==> src/rtl/ysyx_22050243_id_hazard_ctrl_pkg.sv <==
// Shared definitions for the ID-stage hazard/forwarding controller.
// Operand-select encodings driven onto the ID operand muxes.
package ysyx_22050243_id_hazard_ctrl_pkg;

  typedef enum logic [1:0] {
    FWD_RF   = 2'b00,  // register file
    FWD_MEM  = 2'b01,  // EX/MEM result
    FWD_WB   = 2'b10,  // MEM/WB result
    FWD_DONE = 2'b11   // long-op completion bus
  } fwd_e;

endpackage

==> src/rtl/ysyx_22050243_wb_scoreboard.sv <==
// Scoreboard of outstanding long-latency writebacks: allocate, release,
// per-source match, occupancy and a sticky error on an unmatched completion.
module ysyx_22050243_wb_scoreboard #(
  parameter int W       = 5,
  parameter int NUM_SRC = 2,
  parameter int DEPTH   = 4
) (
  input  logic                   clk,
  input  logic                   rst,
  input  logic                   alloc_req,
  input  logic [W-1:0]           alloc_rd,
  input  logic                   done_valid,
  input  logic [W-1:0]           done_rd,
  input  logic [NUM_SRC*W-1:0]   src,
  output logic [NUM_SRC-1:0]     hit,
  output logic [$clog2(DEPTH):0] count,
  output logic                   full,
  output logic                   err
);

  localparam int CNT_W = $clog2(DEPTH) + 1;

  logic [DEPTH-1:0] valid_q;
  logic [W-1:0]     rd_q [DEPTH];
  logic [DEPTH-1:0] free_oh;
  logic [DEPTH-1:0] rel_oh;
  logic             alloc_go;

  // Walking from the top down leaves the lowest qualifying index selected.
  always_comb begin
    // NOTE: every variable gets a default first so no path can infer a latch.
    free_oh = '0;
    rel_oh  = '0;
    for (int i = DEPTH - 1; i >= 0; i--) begin
      if (!valid_q[i]) begin
        free_oh    = '0;
        free_oh[i] = 1'b1;
      end
      if (done_valid && valid_q[i] && rd_q[i] == done_rd) begin
        rel_oh    = '0;
        rel_oh[i] = 1'b1;
      end
    end
  end

  always_comb begin
    count = '0;
    for (int i = 0; i < DEPTH; i++) begin
      count = count + CNT_W'(valid_q[i]);
    end
  end

  assign full     = (count == CNT_W'(DEPTH));
  assign alloc_go = alloc_req & ~full;

  always_comb begin
    hit = '0;
    for (int s = 0; s < NUM_SRC; s++) begin
      for (int i = 0; i < DEPTH; i++) begin
        if (valid_q[i] && rd_q[i] == src[s*W +: W]) hit[s] = 1'b1;
      end
    end
  end

  // Allocation only targets free entries and release only valid ones, so the
  // two one-hot vectors never overlap and both can apply in one cycle.
  always_ff @(posedge clk) begin
    // NOTE: sequential state uses non-blocking assignments so every flop
    // samples the pre-edge values regardless of statement order.
    if (rst) begin
      valid_q <= '0;
      err     <= 1'b0;
    end else begin
      for (int i = 0; i < DEPTH; i++) begin
        if (alloc_go && free_oh[i]) valid_q[i] <= 1'b1;
        else if (rel_oh[i])         valid_q[i] <= 1'b0;
      end
      if (done_valid && rel_oh == '0) err <= 1'b1;
    end
  end

  // NOTE: the rd payload is qualified by valid_q, so it carries no reset.
  always_ff @(posedge clk) begin
    for (int i = 0; i < DEPTH; i++) begin
      if (!rst && alloc_go && free_oh[i]) rd_q[i] <= alloc_rd;
    end
  end

endmodule

==> src/rtl/ysyx_22050243_id_hazard_ctrl.sv <==
// ID-stage hazard and forwarding controller: per-slot priority resolution of
// operand sources, front-end stall generation and a stalled-cycle counter.
module ysyx_22050243_id_hazard_ctrl
  import ysyx_22050243_id_hazard_ctrl_pkg::*;
#(
  parameter int GPR_ADDR_WIDTH = 5,
  parameter int NUM_SRC        = 2,
  parameter int PEND_DEPTH     = 4
) (
  input  logic                                clk,
  input  logic                                rst,
  input  logic                                id_valid,
  input  logic [NUM_SRC*GPR_ADDR_WIDTH-1:0]   id_src,
  input  logic [NUM_SRC-1:0]                  id_src_used,
  input  logic                                id_is_ctrl,
  input  logic                                id_long,
  input  logic [GPR_ADDR_WIDTH-1:0]           ex_rd,
  input  logic                                ex_reg_w,
  input  logic                                ex_mem_r,
  input  logic                                ex_long,
  input  logic                                ex_adv,
  input  logic [GPR_ADDR_WIDTH-1:0]           mem_rd,
  input  logic                                mem_reg_w,
  input  logic                                mem_mem_r,
  input  logic [GPR_ADDR_WIDTH-1:0]           wb_rd,
  input  logic                                wb_reg_w,
  input  logic                                done_valid,
  input  logic [GPR_ADDR_WIDTH-1:0]           done_rd,
  output logic [NUM_SRC*2-1:0]                fwd_sel,
  output logic                                stall,
  output logic [$clog2(PEND_DEPTH):0]         pend_count,
  output logic                                pend_full,
  output logic                                sb_err,
  output logic [31:0]                         stall_cycles
);

  localparam int W = GPR_ADDR_WIDTH;

  logic [NUM_SRC-1:0] sb_hit;
  logic [NUM_SRC-1:0] slot_stall;
  logic               alloc_req;

  assign alloc_req = ex_adv & ex_long & ex_reg_w & (ex_rd != '0);

  ysyx_22050243_wb_scoreboard #(
    .W       (W),
    .NUM_SRC (NUM_SRC),
    .DEPTH   (PEND_DEPTH)
  ) u_scoreboard (
    .clk        (clk),
    .rst        (rst),
    .alloc_req  (alloc_req),
    .alloc_rd   (ex_rd),
    .done_valid (done_valid),
    .done_rd    (done_rd),
    .src        (id_src),
    .hit        (sb_hit),
    .count      (pend_count),
    .full       (pend_full),
    .err        (sb_err)
  );

  for (genvar s = 0; s < NUM_SRC; s++) begin : g_slot
    logic [W-1:0] src;
    logic         active;
    logic         st;
    fwd_e         fw;

    assign src    = id_src[s*W +: W];
    assign active = id_valid & id_src_used[s] & (src != '0);

    // Non-ctrl consumers only care about load-use here; the EX forwarding
    // unit supplies their other operands one stage later.
    always_comb begin
      st = 1'b0;
      fw = FWD_RF;
      if (active) begin
        if (sb_hit[s]) begin
          if (done_valid && done_rd == src) fw = FWD_DONE;
          else                              st = 1'b1;
        end else if (id_is_ctrl && ex_reg_w && ex_rd == src) begin
          st = 1'b1;
        end else if (ex_mem_r && ex_rd == src) begin
          st = 1'b1;
        end else if (id_is_ctrl && mem_mem_r && mem_rd == src) begin
          st = 1'b1;
        end else if (id_is_ctrl && mem_reg_w && !mem_mem_r && mem_rd == src) begin
          fw = FWD_MEM;
        end else if (id_is_ctrl && wb_reg_w && wb_rd == src) begin
          fw = FWD_WB;
        end
      end
    end

    assign slot_stall[s]      = st;
    assign fwd_sel[2*s +: 2]  = fw;
  end

  assign stall = (|slot_stall) | (id_valid & id_long & pend_full);

  always_ff @(posedge clk) begin
    if (rst)                               stall_cycles <= '0;
    else if (stall && stall_cycles != '1)  stall_cycles <= stall_cycles + 32'd1;
  end

endmodule

==> config.mk <==
export PLATFORM = sky130hd
export DESIGN_NAME = ysyx_22050243_id_hazard_ctrl
export DESIGN_NICKNAME = d
export VERILOG_FILES = /design/src/rtl/ysyx_22050243_id_hazard_ctrl_pkg.sv /design/src/rtl/ysyx_22050243_wb_scoreboard.sv /design/src/rtl/ysyx_22050243_id_hazard_ctrl.sv
export SDC_FILE = /design/constraint.sdc
export NUM_CORES = 1
export LEC_CHECK = 0
export CAP_MARGIN = 20
export CELL_PAD_IN_SITES_DETAIL_PLACEMENT = 2
export CELL_PAD_IN_SITES_GLOBAL_PLACEMENT = 2
export CORE_MARGIN = 2
export CORE_UTILIZATION = 32
export CTS_BUF_LIST = sky130_fd_sc_hd__clkbuf_4 sky130_fd_sc_hd__clkbuf_8
export DETAILED_ROUTE_END_ITERATION = 8
export PLACE_DENSITY = 0.81
export SLEW_MARGIN = 20
export SYNTH_ARGS = -nofsm -noshare
export SYNTH_HDL_FRONTEND = slang
export SYNTH_HIERARCHICAL = 1
export SYNTH_SLANG_ARGS = --single-unit
export TNS_END_PERCENT = 1
==> constraint.sdc <==
create_clock -name clk -period 5.9 [get_ports clk]
set_clock_uncertainty 0.15 [all_clocks]
set_input_delay 1.77 -clock clk [delete_from_list [all_inputs] [get_ports clk]]
set_output_delay 1.77 -clock clk [all_outputs]
set_load 0.005 [all_outputs]
==> out/metrics.yaml <==
sta:
  fin_crit_ns: 6.016
  rsz0062_at_grt: "true"
  worstMarginPinSlew_ns: 1.029
  finalCritPeriodShare: 1.020
  setup_tns_ns: -0.1722
  fin_ws_ns: -0.1157
  max_freq_ghz: 0.1662
  hold_viol: 0
  slew_headroom: 0.3090
  whs_ns: 0.3216
  drv_slew: 0
  final-setup-viol-count: 2
logic_synthesis:
  yosysWarnings: 6
  syn-num-nets: 503
  synthCells: 453
  synth_edf_count: 20
  yosys.area.top_type: "dfxtp_1"
  ys.flop_type: "dfxtp_1"
  synth_top_area_frac: 0.1805
  yosys-top-cells-area: "dfxtp_1 (18%), edfxtp_1 (15%), xor2_1 (12%)"
  async_reset_ff_frac: 0
  syn_area_um2: 4104
  yosysSeqAreaShare: 0.3268
  synth_seq_cells: 57
  synth_cell_types: 53
  syn_area_per_cell_um2: 9.059
critical_path:
  required_ns: 3.98
  cp_slowest_cell: "clkdlybuf4s50_1"
  worstPathBufferInverterCount: 3
  critPathCaptureType: "output pin"
  cpPeakStageDelay_ns: 0.53
  cp-start-kind: "input port"
  worst-setup-path-type: "input port to output pin"
  critPathTopFamily: "buffers and inverters"
  critPathArrivalTime_ns: 4.10
  path_cells: "clkdlybuf4s15_2, xnor2_1, nand4_1, nor3_1, a31oi_1, o311ai_2, a41oi_2, buf_4, nand3_1, a21oi_2, clkdlybuf4s50_1"
  critPathMaxFanout: 4
floorplanning:
  die_w_um: 117.2
  io_pins: 87
  placementRows: 41
  dieArea_um2: 13750
  fp.dieH_um: 117.2
  start_util: 0.3265
  core_um2: 12570
cells_and_area:
  fin_cells: 746
  antenna_cells: 0
  final_cell_mix: "clkdlybuf4s50_1 (70), xor2_1 (53), buf_4 (42), xnor2_1 (41), dfxtp_1 (37)"
  syn_to_final_growth_pct: 38.84
  final_area_um2: 5698
  drive_gt1_frac: 0.1812
  nFillCells: 1396
  finalNetCount: 619
  final_core_util: 0.4534
  final_common_cell: "clkdlybuf4s50_1"
global_routing:
  track_usage: 0.2499
  grt_pass1_vias: 4414
  antenna_found_initial: 0
  grt_pass1_wl_mm: 25.72
  grt_max_degree: 54
  grt-ovfl-total: 0
placement:
  place_area_um2: 5345
  post-dp-hpwl_mm: 12.06
  place.gp.congestion: 0.9211
  numPortBuffers: 86
  dp_slack_ns: -0.6092
  dp.cells: 727
route:
  finalWirelength_mm: 16.89
  dr.first_iter.drc_count: 196
  drc: 0
  ant_nets: 0
  wire_per_inst_um: 22.64
  dr.pass1.iters: 4
  vias: 4019
  avgViaCountPerCell: 5.387
cts:
  cts_root_buf: "clkbuf_8"
  clkSlewWorstSetupHoldPaths_ns: 0.07
  cts_buffers: 9
  cts_num_sinks: 57
  htreeDepth: 3
  ctsHoldBuffers: 0
  cts_tree: "yes"
  insertion_delay_ns: 0.35
  cts_max_path_buffers: 2
power_and_ir_drop:
  p_leak_nw: 2.099
  p_per_area_nw_per_um2: 167.5
  power_uw: 954.6
  peakVddDrop_mv: 0.1191
status:
  violations: "setup timing"
  outcome: "finished, violations left"
run:
  maxCapViolCount: 0
hold_path:
  hp-class: "register to register"
[final cells by class]
type	instances	area (µm²)	area share
clock buffer	12	152.6	0.02679
sequential	57	1341	0.2354
timing repair buffer	130	1171	0.2055
multi-input combinational	359	2729	0.4789
inverter	12	45.04	0.007905
tap	172	215.2	0.03777
clock inverter	4	43.79	0.007686
[kinds of logic after synthesis]
logic type	share of synthesized area
xor gates and xnor gates	0.2134
buffers and inverters	0.04451
AOI/OAI and AO/OA	0.1037
DFF	0.3268
muxes	0.04939
and+or+nand+nor	0.2451
adders and majority gates	0.01707
[worst register-to-register path, delay by kind of cell (launching register included)]
family | cells | cell delay [ns]
fa+ha+maj | 3 | 0.99
compound gates | 2 | 0.34
flops | 1 | 0.45
mux | 1 | 0.35
simple gates | 3 | 1.19
buf+inv | 4 | 0.68
[what timing repair did]
action | in CTS | in global routing
gates cloned | 0 | 0
gates resized for setup | 46 | 20
pin swaps | 9 | 9
hold endpoints to repair | 0 | 0
endpoints found under the setup margin | 5 | 5
setup buffers | 1 | 2
[cell usage after synthesis, drive strengths merged, types with 4 or more instances]
cell / number
and3: 10
nand3: 26
or3: 5
nor3: 18
nand2: 16
ha: 4
a21oi: 21
nor2: 30
xnor2: 42
mux2: 16
or4: 13
nor4: 18
o31ai: 11
buf: 11
xor2: 58
clkbuf: 14
inv: 12
nor2b: 15
nand4: 19
dfxtp: 37
o21ai: 6
edfxtp: 20
o211ai: 4
[routing by layer]
| layer | share of wire | track usage |
|---|---|---|
| met1 | 0.41 | 0.2991 |
| met4 | 0.026 | 0.09412 |
| met5 | 0 | 0 |
| met2 | 0.52 | 0.4483 |
| met3 | 0.039 | 0.04068 |
[flip-flops by register name (all words and copies together) (netlist names)]
name                  cells
stall_cycles             32
u_scoreboard/valid_q      4
u_scoreboard/err          1
u_scoreboard/rd_q        20
[where the power goes]
part,internal [mW],switching (mW)
Combinational,0.0763,0.0909
Sequential,0.408,0.00299
Clock,0.213,0.163
Total,0.698,0.257
[path summary, 6_finish.rpt]
path	startpoint	to	slack [ns]	cells past startpoint
worst max-delay path	id_src[4]	fwd_sel[0]	-0.12	11
worst min-delay path	u_scoreboard/err$_SDFFE_PP0P_	u_scoreboard/err$_SDFFE_PP0P_	0.32	1
worst max register to register	u_scoreboard/valid_q[1]$_SDFFE_PP0P_	stall_cycles[17]$_SDFFE_PP0P_	1.62	13
worst min register to register	u_scoreboard/err$_SDFFE_PP0P_	u_scoreboard/err$_SDFFE_PP0P_	0.32	1
(Power assumes the default switching activity.)
